--- config.mk ---
export PLATFORM = sky130hd
export DESIGN_NAME = alu_seq
export DESIGN_NICKNAME = d
export VERILOG_FILES = /design/src/rtl/alu_seq.sv
export SDC_FILE = /design/constraint.sdc
export NUM_CORES = 1
export LEC_CHECK = 0
export ABC_AREA = 0
export ABC_CLOCK_PERIOD_IN_PS = 2400
export CORE_ASPECT_RATIO = 1.75
export CORE_UTILIZATION = 40
export DETAILED_ROUTE_END_ITERATION = 8
export PLACE_DENSITY = 0.74
export SYNTH_ARGS = -nofsm -noshare
export SYNTH_HDL_FRONTEND = slang
export SYNTH_SLANG_ARGS = --single-unit
export TNS_END_PERCENT = 100
--- constraint.sdc ---
create_clock -name clk -period 2.4 [get_ports clk]
set_clock_uncertainty 0.05 [all_clocks]
set_input_delay 0.48 -clock clk [delete_from_list [all_inputs] [get_ports clk]]
set_output_delay 0.48 -clock clk [all_outputs]
set_load 0.02 [all_outputs]
--- src/rtl/alu_seq.sv ---
// ---------------------------------------------------------------------------
// alu_seq : clocked, parametrised arithmetic unit between the register file
//           and the writeback stage.
//
// Operands and opcode are captured on a start/busy handshake. The unit
// returns a registered result plus carry/overflow/zero flags, with a
// one-cycle `done` pulse. Opcode 111 is a multi-cycle unsigned shift-add
// multiply. It is built only when the macro ALU_SEQ_MUL_EN is defined.
// Without the macro, opcode 111 completes in one cycle with a zero result.
//
// Ports
//   clk    in  1      rising-edge clock
//   rst_n  in  1      asynchronous active-low reset
//   start  in  1      request, accepted when the unit is not busy
//   S      in  3      opcode
//   A, B   in  WIDTH  operands
//   Y      out WIDTH  result (multiply: low half)
//   Y_HI   out WIDTH  multiply high half, 0 for every other opcode
//   C      out 1      carry / borrow
//   V      out 1      signed overflow
//   Z      out 1      zero flag
//   busy   out 1      multiply in progress
//   done   out 1      one-cycle pulse, outputs updated on the same edge
// ---------------------------------------------------------------------------
module alu_seq #(
    parameter int WIDTH = 4
) (
    input  logic             clk,
    input  logic             rst_n,
    input  logic             start,
    input  logic [2:0]       S,
    input  logic [WIDTH-1:0] A,
    input  logic [WIDTH-1:0] B,
    output logic [WIDTH-1:0] Y,
    output logic [WIDTH-1:0] Y_HI,
    output logic             C,
    output logic             V,
    output logic             Z,
    output logic             busy,
    output logic             done
);

    localparam logic [2:0] OP_INV = 3'b000;
    localparam logic [2:0] OP_ADD = 3'b001;
    localparam logic [2:0] OP_SUB = 3'b010;
    localparam logic [2:0] OP_DBL = 3'b011;
    localparam logic [2:0] OP_AND = 3'b100;
    localparam logic [2:0] OP_OR  = 3'b101;
    localparam logic [2:0] OP_XOR = 3'b110;
    localparam logic [2:0] OP_MUL = 3'b111;

    typedef struct packed {
        logic [WIDTH-1:0] y;
        logic             c;
        logic             v;
    } res_t;

    // Single-cycle opcodes. Opcode 111 falls to the default (all zero). With
    // the multiplier built, that path is never registered for 111.
    function automatic res_t alu_op(input logic [2:0]       op,
                                    input logic [WIDTH-1:0] a,
                                    input logic [WIDTH-1:0] b);
        res_t                    r;
        logic        [WIDTH:0]   u_ext;
        logic signed [WIDTH:0]   s_ext;
        r     = '0;
        u_ext = '0;
        s_ext = '0;
        case (op)
            OP_INV: r.y = ~a;
            OP_ADD: begin
                u_ext = {1'b0, a} + {1'b0, b};
                s_ext = $signed({a[WIDTH-1], a}) + $signed({b[WIDTH-1], b});
                r.y   = u_ext[WIDTH-1:0];
                r.c   = u_ext[WIDTH];
                // Sign-extended sum disagrees in its top two bits on overflow.
                r.v   = s_ext[WIDTH] ^ s_ext[WIDTH-1];
            end
            OP_SUB: begin
                // Zero-extended difference goes negative exactly when a < b.
                u_ext = {1'b0, a} - {1'b0, b};
                s_ext = $signed({a[WIDTH-1], a}) - $signed({b[WIDTH-1], b});
                r.y   = u_ext[WIDTH-1:0];
                r.c   = u_ext[WIDTH];
                r.v   = s_ext[WIDTH] ^ s_ext[WIDTH-1];
            end
            OP_DBL: begin
                r.y = {a[WIDTH-2:0], 1'b0};
                r.c = a[WIDTH-1];
                r.v = a[WIDTH-1] ^ a[WIDTH-2];
            end
            OP_AND:  r.y = a & b;
            OP_OR:   r.y = a | b;
            OP_XOR:  r.y = a ^ b;
            default: r   = '0;
        endcase
        return r;
    endfunction

    // Captured request. Pure data, so it carries no reset.
    logic [WIDTH-1:0] a_q;
    logic [WIDTH-1:0] b_q;
    logic [2:0]       op_q;

    // Control and registered outputs.
    logic             pend_q, pend_d;
    logic             done_q, done_d;
    logic [WIDTH-1:0] y_q, y_d;
    logic [WIDTH-1:0] yhi_q, yhi_d;
    logic             c_q, c_d;
    logic             v_q, v_d;
    logic             z_q, z_d;

    logic             accept;
    res_t             sc_res;

`ifdef ALU_SEQ_MUL_EN
    localparam int CNT_W = $clog2(WIDTH + 1);

    typedef enum logic {
        ST_IDLE,
        ST_MUL
    } state_t;

    state_t             state_q, state_d;
    logic [CNT_W-1:0]   cnt_q, cnt_d;
    // Upper half is the running partial product. Lower half starts as the
    // multiplier and is shifted out one bit per step.
    logic [2*WIDTH-1:0] acc_q, acc_d;
    logic [2*WIDTH-1:0] acc_step;
    logic [WIDTH:0]     upper_sum;
    logic [2*WIDTH:0]   acc_wide;
    logic               mul_last;

    assign mul_last = (state_q == ST_MUL) && (cnt_q == CNT_W'(1));
    // The last multiply edge also accepts a new request, so throughput is
    // one multiply per WIDTH cycles.
    assign accept   = start && ((state_q == ST_IDLE) || mul_last);
    assign busy     = (state_q == ST_MUL);

    always_comb begin
        upper_sum = {1'b0, acc_q[2*WIDTH-1:WIDTH]}
                  + (acc_q[0] ? {1'b0, a_q} : {(WIDTH+1){1'b0}});
        acc_wide  = {upper_sum, acc_q[WIDTH-1:0]};
        acc_step  = acc_wide[2*WIDTH:1];
    end

    always_comb begin
        state_d = state_q;
        cnt_d   = cnt_q;
        acc_d   = acc_q;
        case (state_q)
            ST_IDLE: begin
                if (accept && (S == OP_MUL)) begin
                    state_d = ST_MUL;
                    cnt_d   = CNT_W'(WIDTH);
                    acc_d   = {{WIDTH{1'b0}}, B};
                end
            end
            ST_MUL: begin
                acc_d = acc_step;
                cnt_d = cnt_q - CNT_W'(1);
                if (mul_last) begin
                    state_d = ST_IDLE;
                    if (accept && (S == OP_MUL)) begin
                        state_d = ST_MUL;
                        cnt_d   = CNT_W'(WIDTH);
                        acc_d   = {{WIDTH{1'b0}}, B};
                    end
                end
            end
            default: state_d = ST_IDLE;
        endcase
    end

    always_ff @(posedge clk or negedge rst_n) begin
        if (!rst_n) begin
            state_q <= ST_IDLE;
            cnt_q   <= '0;
        end else begin
            state_q <= state_d;
            cnt_q   <= cnt_d;
        end
    end

    always_ff @(posedge clk) begin
        acc_q <= acc_d;
    end

    assign pend_d = accept && (S != OP_MUL);
`else
    assign accept = start;
    assign busy   = 1'b0;
    assign pend_d = accept;
`endif

    // Stage 1: capture the request.
    always_ff @(posedge clk) begin
        if (accept) begin
            a_q  <= A;
            b_q  <= B;
            op_q <= S;
        end
    end

    assign sc_res = alu_op(op_q, a_q, b_q);

    // Stage 2: evaluate the captured single-cycle op, or retire the multiply.
    always_comb begin
        y_d    = y_q;
        yhi_d  = yhi_q;
        c_d    = c_q;
        v_d    = v_q;
        z_d    = z_q;
        done_d = 1'b0;
        if (pend_q) begin
            y_d    = sc_res.y;
            yhi_d  = '0;
            c_d    = sc_res.c;
            v_d    = sc_res.v;
            z_d    = (sc_res.y == '0);
            done_d = 1'b1;
        end
`ifdef ALU_SEQ_MUL_EN
        else if (mul_last) begin
            y_d    = acc_step[WIDTH-1:0];
            yhi_d  = acc_step[2*WIDTH-1:WIDTH];
            c_d    = |acc_step[2*WIDTH-1:WIDTH];
            v_d    = 1'b0;
            z_d    = (acc_step == '0);
            done_d = 1'b1;
        end
`endif
    end

    always_ff @(posedge clk or negedge rst_n) begin
        if (!rst_n) begin
            pend_q <= 1'b0;
            done_q <= 1'b0;
            y_q    <= '0;
            yhi_q  <= '0;
            c_q    <= 1'b0;
            v_q    <= 1'b0;
            z_q    <= 1'b1;
        end else begin
            pend_q <= pend_d;
            done_q <= done_d;
            y_q    <= y_d;
            yhi_q  <= yhi_d;
            c_q    <= c_d;
            v_q    <= v_d;
            z_q    <= z_d;
        end
    end

    assign Y    = y_q;
    assign Y_HI = yhi_q;
    assign C    = c_q;
    assign V    = v_q;
    assign Z    = z_q;
    assign done = done_q;

endmodule

## Word-level counts from Yosys, hierarchy flattened

Cells that the tools add are included.

| storage, ports and cells | value |
|---|---|
| output and inout port bits | 13 |
| bits of input ports | 14 |
| logic and storage cells | 31 |
| register bits | 20 |

| cells by class | value |
|---|---|
| reductions and logical operators | 2 |
| bitwise logic cells | 7 |
| muxes and demuxes | 3 |
| $add $sub $neg | 4 |
| equality and inequality tests | 6 |

Operators with widths:

| operator | number |
|---|---|
| $pmux W4 S7 | 1 |
| $add A4 B4 Y5 | 2 |
| $sub A4 B4 Y5 | 2 |
| $eq A3 B3 Y1 const B | 3 |
| $eq A3 B2 Y1 const B | 2 |
| $pmux W2 S3 | 1 |
| $and A4 B4 Y4 | 1 |
| $logic_not A4 Y1 | 1 |
| $not A4 Y4 | 1 |
| $or A4 B4 Y4 | 1 |
| $xor A4 B4 Y4 | 1 |
| $eq A3 B1 Y1 const B | 1 |
| $logic_not A3 Y1 | 1 |
| $xor A1 B1 Y1 | 3 |
| $mux W1 | 1 |

## Depth between registers and ports, before layout

Gate-level depths: netlist (run 1).

| depth | value |
|---|---|
| word-level depth | 3 |
| depth in mapped cells | 8 |
| depth with buffers taken out | 8 |

## Least setup slack after synthesis (run 1)

Ideal clock, no wire load.

| timing | value |
|---|---|
| path type | reg2reg |
| from | register a_q[0] |
| to | register z_q (netlist: Z) |
| path buffers | 0 |
| setup time | 0.097 ns |
| period minus slack after synthesis | 2.179 ns |
| cell stages (with the launch flop) | 9 |
| slack | 0.221 ns |
| data arrival time | 2.032 ns |
| required time | 2.253 ns |
| cell sequence | edfxtp_1 -> inv_1 -> ha_1 -> fa_1 -> inv_1 -> mux4_2 -> nor2_2 -> a21boi_1 -> o41ai_2 |

| between the ends | value |
|---|---|
| cells in the longest elaborated chain, start to end | 3 |
| elaborated cells between the ends (all ways) | 8 |
| classes of those cells | add/sub: 2; mux: 1; bitwise: 4; reduce/logical: 1 |

Ends and longest elaborated chain:

| what | RTL line | source |
|---|---|---|
| from (decl) | 101 | `logic [WIDTH-1:0] a_q;` |
| from (signal assigned) | 200 | `a_q <= A;` |
| $sub A4 B4 Y5, or another cell as far along | 81 | `u_ext = {1'b0, a} - {1'b0, b};` |
| $pmux W4 S7 (*) | 69 | `case (op)` |
| $logic_not A4 Y1 (*) | 221 | `z_d = (sc_res.y == '0);` |
| to (signal assigned) | 252 | `z_q <= z_d;` |
| to (decl) | 112 | `logic z_q, z_d;` |

Every way passes the cells marked *; elsewhere a longest branch is shown, timed or not.
A chain may end at the register's enable or synchronous reset.

## Final worst setup path (run 1)

Ends and elaborated chain as after synthesis.

==> impl_metrics.env, run 1 <==
export IMPL_path_max_fanout=3
export IMPL_finalInstanceArea_sq_um=1639
export IMPL_crit_slowest_cell="fa_1"
export IMPL_synth_fa_ha_area_share_pct=14.22
export IMPL_synthArstFlopShare_pct=45.00
export IMPL_drc=0
export IMPL_synth_avg_cell_area_sq_um=10.37
export IMPL_synth_seq_area_share_pct=41.63
export IMPL_portBuffers=21
export IMPL_drt_first_pass_iters=4
export IMPL_syn_area_sq_um=1338
export IMPL_critPathBufInv=2
export IMPL_worst_slew_pin_slew_ps=508.6
export IMPL_cts_htree_levels=1
export IMPL_grt_ovfl_total=0
export IMPL_path_common_cell="inv_1"
export IMPL_n_antenna_cell=0
export IMPL_initial_utilization_pct=42.12
export IMPL_grt_max_degree=16
export IMPL_grt_pass1_wl_mm=4.091
export IMPL_vdd_ir_drop_max_uv=451.7
export IMPL_detail_route_antenna_nets=0
export IMPL_cp_end_kind="flip-flop"
export IMPL_synth_edf_count=11
export IMPL_synth_top_flop_cell="edfxtp_1"
export IMPL_numCtsBuffers=3
export IMPL_synthMuxAreaShare_pct=5.706
export IMPL_clockBufferDepth=2
export IMPL_crit_type="flip-flop to flip-flop"
export IMPL_tns_ps=0
export IMPL_postPlaceCellArea_sq_um=1572
export IMPL_fin_crit_ps=2233
export IMPL_r2r_start="a_q[0]"
export IMPL_power_leakage_nw=0.7034
export IMPL_synth_top_family_by_area="compound AO/OA/AOI/OAI gates"
export IMPL_place_gp_congestion=0.8120
export IMPL_drv_slew=0
export IMPL_syn_instance_count=129
export IMPL_clock_latency_ps=270
export IMPL_maxCapViolCount=0
export IMPL_die_y_microns=78.50
export IMPL_seq_area_sq_um=556.8
export IMPL_syn2layout_area_growth_pct=22.54
export IMPL_crit_chain="inv_1 -> ha_1 -> fa_1 -> inv_1 -> mux4_2 -> nor2_4 -> a21boi_1 -> o41ai_2"
export IMPL_fp_coreArea_sq_um=3176
export IMPL_hold_path_class="primary input to asynchronous set/reset pin"
export IMPL_status="finished clean"
export IMPL_critPathLaunch="a_q[0]"
export IMPL_crit_family="adder cells"
export IMPL_startpoint_type="flip-flop"
export IMPL_synth_top_area_share_pct=24.70
export IMPL_cts_tree="built"
export IMPL_rows=27
export IMPL_vias=1051
export IMPL_drive_gt1_share_pct=11.26
export IMPL_synthXorXnorAreaFrac_pct=2.619
export IMPL_setup_viol=0
export IMPL_multi_input_area_sq_um=684.4
export IMPL_fin_nets=180
export IMPL_hold_violations=0
export IMPL_dieArea_sq_um=3588
export IMPL_arrival_ps=2360
export IMPL_dp_hpwl_mm=1.984
export IMPL_die_width_microns=45.71
export IMPL_ys_warn_count=0
export IMPL_yosysMostFrequentCell="inv_1"
export IMPL_synth_seq_cells=20
export IMPL_root_buffer="clkbuf_8"
export IMPL_fin_crit_sh_pct=93.04
export IMPL_synthTopCellsByCount="13 x inv_1, 12 x ha_1, 11 x edfxtp_1, 8 x a21oi_1, 8 x dfrtp_1"
export IMPL_p_per_area_nw_per_um2=621.1
export IMPL_grt_total_usage_pct=16.13
export IMPL_grt_pass1_vias=1001
export IMPL_yosys_area_top_type="edfxtp_1"
export IMPL_synthSimpleGateAreaFrac_pct=8.887
export IMPL_cts_reportedPaths_clkPinSlew_ps=70
export IMPL_drt_iter0_drc=45
export IMPL_slew_headroom_pct=65.99
export IMPL_antenna_found_initial=0
export IMPL_slowest_delay_ps=490
export IMPL_final_util_pct=51.62
export IMPL_ioPinCount=27
export IMPL_synth_cell_types=41
export IMPL_cp_required_ps=2530
export IMPL_vias_per_cell=5.418
export IMPL_fmax_mhz=447.8
export IMPL_grt_setup_unrepaired="no"
export IMPL_synth_area_leaders="edfxtp_1 25%, dfrtp_1 15%, ha_1 11%, inv_1 3.6%, a21oi_1 3.0%"
export IMPL_num_fill_cells=291
export IMPL_synth_compound_area_share_pct=17.96
export IMPL_wirelength_mm=2.535
export IMPL_cts_sinks=20
export IMPL_wire_per_inst_microns=13.07
sequential cells by signal (all words and copies together) (netlist names):
register	flops
Y	4
done	1
a_q	4
V	1
b_q	4
Z	1
pend_q	1
op_q	3
C	1
metal layers:
| layer | track usage [%] | part of all wire, % |
|---|---|---|
| met2 | 27.29 | 54 |
| met5 | 0 | 0 |
| met1 | 15.07 | 33 |
| met3 | 3.908 | 6.8 |
| met4 | 13.53 | 6.4 |
path summary, 6_finish.rpt:
| path | endpoint | slack (ps) | cells after the start |
|---|---|---|---|
| min in group clk | Y[0] | 460 | 1 |
| worst max register to register | Z | 170 | 8 |
| worst min-delay path | Y[3] | 450 | 1 |
| max in group asynchronous | Z | 1530 | 1 |
| worst max-delay path | Z | 170 | 8 |
| worst min register to register | Y[0] | 460 | 1 |
stage by stage:
stage / worst slack (ps) / cells / total power [W] / hold slack [ps]
finish: 167.0 / 194 / 0.001018 / 451.6
global route: 63.69 / 194 / 0.001069 / 475.0
CTS: 62.27 / 193 / 0.001018 / 460.9
detailed placement: 84.55 / 189 / 0.0007524 / 446.4
global placement: 169.4 / 189 / 0.0007400 / 436.3
floorplan: 220.5 / 133 / 0.0006466 / 134.4
power breakdown:
part           total (W)  internal, W  switching [W]  leakage, nW
Clock           0.000265     0.000147       0.000119       0.0288
Combinational   0.000313     0.000150       0.000163        0.460
Sequential      0.000440     0.000404      0.0000354        0.215
cell families after synthesis:
family                     after synthesis
DFF                                     20
muxes                                    6
other                                    1
buffers and inverters                   25
AOI/OAI and AO/OA                       34
and+or+nand+nor                         25
xor gates and xnor gates                 4
adders and majority gates               14
placed cells by master, fill, tap and decap left out, types with 3 or more instances in the layout:
master           instances
nor2_1                   6
edfxtp_1                11
a21oi_1                  8
dfrtp_1                  8
nand3_1                  5
buf_4                    3
mux2_2                   3
nand2_1                  7
o21ai_0                  5
inv_1                   13
clkbuf_8                 4
ha_1                    12
clkdlybuf4s50_1         21
conb_1                   5
layout make-up:
cell class,count,share of cell area [%]
inverter,15,3.435
tap,43,3.282
clock buffer,4,3.359
sequential,20,33.97
multi-input combinational,88,41.76
timing repair buffer,24,14.20
worst reg2reg max path, stage by stage (launching register included):
cell and delay, ps:
edfxtp_1 380, inv_1 90, ha_1 230, fa_1 490
inv_1 40, mux4_2 480, nor2_4 100, a21boi_1 90
o41ai_2 200
timing repair:
item,in CTS,in global routing
setup buffers,0,1
hold buffers,0,0
resized for setup,0,1
endpoints found under the setup margin,0,1
Power figures use the tool's default switching activity.
==> inputs of run 2 (changes only) <==
--- a/config.mk
+++ b/config.mk
@@ -8,9 +8,9 @@
 export ABC_AREA = 0
 export ABC_CLOCK_PERIOD_IN_PS = 2400
 export CORE_ASPECT_RATIO = 1.75
-export CORE_UTILIZATION = 40
+export CORE_UTILIZATION = 51
 export DETAILED_ROUTE_END_ITERATION = 8
-export PLACE_DENSITY = 0.74
+export PLACE_DENSITY = 0.88
 export SYNTH_ARGS = -nofsm -noshare
 export SYNTH_HDL_FRONTEND = slang
 export SYNTH_SLANG_ARGS = --single-unit
==> run 2 against run 1 <==
  * Non-clock buffer count decreased by 1
  * Register-to-register slack got worse by 60 ps
  * Count of clock-buffer cells in the layout is the same
  * Final cell count shrank 9.3%
  * Global-route usage grew 6.8 points
  * Setup slack lost 60 ps
==> impl_metrics.env, run 2 (synthesized netlist as in run 1, its figures left out) <==
export IMPL_path_max_fanout=3
export IMPL_fin_crit_ps=2293
export IMPL_hold_path_class="primary input to asynchronous set/reset pin"
export IMPL_cts_tree="built"
export IMPL_setup_viol=0
export IMPL_wirelength_mm=2.692
export IMPL_maxCapViolCount=0
export IMPL_grt_pass1_vias=1067
export IMPL_grt_setup_unrepaired="no"
export IMPL_fin_crit_sh_pct=95.53
export IMPL_crit_family="adder cells"
export IMPL_vias=1034
export IMPL_path_depth=8
export IMPL_die_width_microns=40.71
export IMPL_cp_end_kind="flip-flop"
export IMPL_root_buffer="clkbuf_8"
export IMPL_status="finished clean"
export IMPL_cts_hold_fix_buffers=0
export IMPL_syn2layout_area_growth_pct=20.21
export IMPL_drive_gt1_share_pct=11.33
export IMPL_drt_iter0_drc=40
export IMPL_portBuffers=21
export IMPL_ff2ff_path_depth=8
export IMPL_vias_per_cell=5.875
export IMPL_power_leakage_nw=0.6962
export IMPL_clockBufferDepth=2
export IMPL_numCtsBuffers=3
export IMPL_dp_hpwl_mm=2.012
export IMPL_cts_sinks=20
export IMPL_grt_pass1_wl_mm=4.464
export IMPL_p_per_area_nw_per_um2=630.1
export IMPL_arrival_ps=2420
export IMPL_path_common_cell="inv_1"
export IMPL_num_fill_cells=201
export IMPL_wire_per_inst_microns=15.30
export IMPL_crit_slowest_cell="fa_1"
export IMPL_rows=24
export IMPL_final_util_pct=64.51
export IMPL_fin_nets=179
export IMPL_crit_chain="inv_1 -> ha_2 -> fa_1 -> inv_1 -> mux4_2 -> nor2_2 -> a21boi_1 -> o41ai_2"
export IMPL_tns_ps=0
export IMPL_fp_coreArea_sq_um=2492
export IMPL_clock_latency_ps=260
export IMPL_ioPinCount=27
export IMPL_critPathBufInv=2
export IMPL_cp_required_ps=2520
export IMPL_finalInstanceArea_sq_um=1608
export IMPL_n_antenna_cell=0
export IMPL_finalWorstSetupSlack_ps=107.3
export IMPL_fmax_mhz=436.2
export IMPL_place_gp_congestion=0.8364
export IMPL_antenna_found_initial=0
export IMPL_final_cell_mix="21 x clkdlybuf4s50_1, 13 x inv_1, 11 x ha_1, 11 x edfxtp_1"
export IMPL_initial_utilization_pct=53.66
export IMPL_hold_violations=0
export IMPL_postPlaceCellArea_sq_um=1550
export IMPL_cts_reportedPaths_clkPinSlew_ps=70
export IMPL_grt_ovfl_total=0
export IMPL_detail_route_antenna_nets=0
export IMPL_slowest_delay_ps=470
export IMPL_startpoint_type="flip-flop"
export IMPL_place_ws_ps=75.27
export IMPL_cts_htree_levels=1
export IMPL_die_y_microns=69.75
export IMPL_grt_max_degree=16
export IMPL_drv_slew=0
export IMPL_drc=0
export IMPL_vdd_ir_drop_max_uv=552.9
export IMPL_dieArea_sq_um=2839
export IMPL_crit_type="flip-flop to flip-flop"
export IMPL_layout_commonest_cell="clkdlybuf4s50_1"
export IMPL_grt_total_usage_pct=22.91
export IMPL_drt_first_pass_iters=4
-- run 2: cell count changes in the layout (fill, tap and decap cells not counted) --
cell,previous run,this run
ha_1,12,11
buf_4,3,2
ha_2,0,1
nor2_2,0,1
nor2_4,1,0
-- run 2: cell type report --
cell class	count	area, sq um	area share, %
clock buffers	4	55.05	3.424
inverters	15	56.30	3.502
multi-input cells	88	681.9	42.41
flip-flops and latches	20	556.8	34.63
well taps	26	32.53	2.023
repair buffers	23	225.2	14.01
-- run 2: stage by stage --
stage / instances / hold WS (ps) / total power, W
after floorplan: 133 / 134.4 / 0.0006466
after global placement: 172 / 434.9 / 0.0007371
after detailed placement: 172 / 445.5 / 0.0007532
after CTS: 176 / 457.2 / 0.001016
after global routing: 176 / 476.2 / 0.001078
final: 176 / 451.9 / 0.001013
-- run 2: where the power goes --
group / leakage (nW) / switching [W] / internal (W)
combinational: 0.453 / 0.000165 / 0.000148
clock: 0.0288 / 0.000114 / 0.000146
sequential: 0.215 / 0.0000345 / 0.000404
-- run 2: worst paths after layout --
check                            start  endpoint  slack (ps)
worst max-delay path            a_q[0]         Z         110
worst min register to register       Z         Z         450
worst max register to register  a_q[0]         Z         110
worst min-delay path             rst_n      Y[3]         450
max in group asynchronous        rst_n         Z        1530
min in group clk                     Z         Z         450
-- run 2: repair_timing --
action / CTS / global route
gates resized for setup: 0 / 1
buffers inserted: 0 / 0
setup endpoints to repair: 0 / 1
hold endpoints to repair: 0 / 0
-- run 2: layer usage --
layer / track usage (%) / share of wire, % / vias to the layer above
li1: - / - / 486
met1: 22.98 / 34 / 487
met2: 39.68 / 57 / 48
met3: 2.885 / 3.8 / 13
met4: 14.07 / 4.9 / 0
met5: 0 / 0 / -
==> inputs of run 3 (changes only) <==
--- a/config.mk
+++ b/config.mk
@@ -9,8 +9,9 @@
 export ABC_CLOCK_PERIOD_IN_PS = 2400
 export CORE_ASPECT_RATIO = 1.75
 export CORE_UTILIZATION = 51
+export CTS_CLUSTER_SIZE = 12
 export DETAILED_ROUTE_END_ITERATION = 8
-export PLACE_DENSITY = 0.88
+export PLACE_DENSITY = 0.79
 export SYNTH_ARGS = -nofsm -noshare
 export SYNTH_HDL_FRONTEND = slang
 export SYNTH_SLANG_ARGS = --single-unit
==> run 3 against run 2 <==
  * Final cell count unchanged
  * Non-clock buffer count did not move
  * Via count down 0.68%
  * Clock power shrank 3%
  * Global-route usage is 3.4 points lower
  * Routed wire length fell by 10%
  * Critical endpoint unchanged
==> impl_metrics.env, run 3 (synthesized netlist as in run 1, its figures left out) <==
export IMPL_fin_crit_ps=2277
export IMPL_drt_first_pass_iters=8
export IMPL_power_net_switching_w=0.0003025
export IMPL_fin_nets=179
export IMPL_cts_tree="built"
export IMPL_drive_gt1_share_pct=11.33
export IMPL_drc=0
export IMPL_cts_setup_buffers=0
export IMPL_die_y_microns=69.75
export IMPL_vdd_ir_drop_max_uv=432.1
export IMPL_grt_pass1_wl_mm=3.898
export IMPL_rows=24
export IMPL_initial_utilization_pct=53.66
export IMPL_power_frac_comb_pct=31.1
export IMPL_slew_headroom_pct=65.53
export IMPL_cp_end_kind="flip-flop"
export IMPL_num_fill_cells=210
export IMPL_wire_per_inst_microns=13.77
export IMPL_n_antenna_cell=0
export IMPL_startpoint_type="flip-flop"
export IMPL_status="finished clean"
export IMPL_drv_slew=0
export IMPL_ioPinCount=27
export IMPL_clockBufferDepth=2
export IMPL_numCtsBuffers=3
export IMPL_arrival_ps=2380
export IMPL_vias=1027
export IMPL_layout_commonest_cell="clkdlybuf4s50_1"
export IMPL_final_cell_mix="21 x clkdlybuf4s50_1, 13 x inv_1, 12 x ha_1"
export IMPL_root_buffer="clkbuf_8"
export IMPL_cts_reportedPaths_clkPinSlew_ps=70
export IMPL_tns_ps=0
export IMPL_cts_hold_fix_buffers=0
export IMPL_hold_violations=0
export IMPL_fp_coreArea_sq_um=2492
export IMPL_intPower_w=0.0006987
export IMPL_swShare_pct=30.22
export IMPL_maxCapViolCount=0
export IMPL_power_leakage_nw=0.6982
export IMPL_r2r_setup_slack_ps=120
export IMPL_setup_viol=0
export IMPL_dieArea_sq_um=2839
export IMPL_p_per_area_nw_per_um2=622.2
export IMPL_grt_pass1_vias=999
export IMPL_vias_per_cell=5.835
export IMPL_portBuffers=21
export IMPL_antenna_found_initial=0
export IMPL_fin_crit_sh_pct=94.88
export IMPL_die_width_microns=40.71
export IMPL_finalWorstSetupSlack_ps=123.0
export IMPL_crit_type="flip-flop to flip-flop"
export IMPL_wirelength_mm=2.424
export IMPL_worst_slew_pin_slew_ps=515.5
export IMPL_drt_iter0_drc=23
export IMPL_cts_htree_levels=1
export IMPL_place_gp_congestion=0.8148
export IMPL_hold_path_class="primary input to asynchronous set/reset pin"
export IMPL_pwr_share_clk_pct=25.1
export IMPL_cp_required_ps=2500
export IMPL_grt_max_degree=16
export IMPL_syn2layout_area_growth_pct=20.30
export IMPL_cts_sinks=20
export IMPL_dp_hpwl_mm=1.943
export IMPL_detail_route_antenna_nets=0
export IMPL_p_seq_share_pct=43.7
export IMPL_path_max_fanout=3
export IMPL_grt_setup_unrepaired="no"
export IMPL_grt_total_usage_pct=19.49
export IMPL_fmax_mhz=439.2
export IMPL_clock_latency_ps=250
export IMPL_place_ws_ps=43.55
export IMPL_grt_ovfl_total=0
run 3: cell counts in the layout (fill, tap and decap cells not counted):
No cell type changed its count.
run 3: path summary, 6_finish.rpt:
| kind | startpoint | to | depth (start not counted) |
|---|---|---|---|
| max | a_q[0] | Z | 8 |
| min | rst_n | Y[0] | 1 |
| max reg2reg | a_q[0] | Z | 8 |
| min reg2reg | Y[2] | Y[2] | 1 |
| max in group asynchronous | rst_n | Z | 1 |
| min in group clk | Y[2] | Y[2] | 1 |
run 3: per-stage QoR:
step | hold slack [ps] | instances | power [W] | area [sq um] | utilization (%)
global placement | 433.5 | 172 | 0.0007389 | 1550 | 62.20
floorplan | 134.4 | 133 | 0.0006466 | 1353 | -
detailed placement | 446.3 | 172 | 0.0007526 | 1550 | 62.20
finish | 453.0 | 176 | 0.001001 | 1609 | 64.56
CTS | 462.4 | 176 | 0.001005 | 1605 | 64.41
global route | 475.9 | 176 | 0.001053 | 1609 | 64.56
run 3: final cells by class:
| class | instances | area, sq um | share of cell area, % |
|---|---|---|---|
| well taps | 26 | 32.53 | 2.022 |
| multi-input cells | 88 | 683.2 | 42.46 |
| inverters | 15 | 56.30 | 3.499 |
| clock buffers | 4 | 55.05 | 3.421 |
| repair buffers | 23 | 225.2 | 14.00 |
| flip-flops and latches | 20 | 556.8 | 34.60 |
run 3: what timing repair did:
item,in CTS,in global routing
endpoints found under the setup margin,0,1
resized for setup,0,1
endpoints found under the hold margin,0,0
run 3: power groups by stage:
stage,Clock [W],Sequential [W],Combinational [W]
finish,0.000252,0.000438,0.000312
global route,0.000265,0.000445,0.000343
CTS,0.000258,0.000438,0.000309
detailed placement,0,0.000445,0.000307
global placement,0,0.000443,0.000295
floorplan,0,0.000463,0.000184
run 3: metal layers:
| layer | vias up | part of all wire [%] | global-route usage (%) |
|---|---|---|---|
| met4 | 0 | 3.9 | 12.22 |
| li1 | 486 | - | - |
| met3 | 13 | 4.7 | 3.526 |
| met1 | 481 | 36 | 17.34 |
| met2 | 47 | 56 | 34.92 |
| met5 | - | 0 | 0 |
run 3: critical path: stages (launching register included):
cell and delay [ps]:
edfxtp_1 370, inv_1 80, ha_1 230, fa_1 490, inv_1 40, mux4_2 460, nor2_2 110, a21boi_1 90
o41ai_2 240
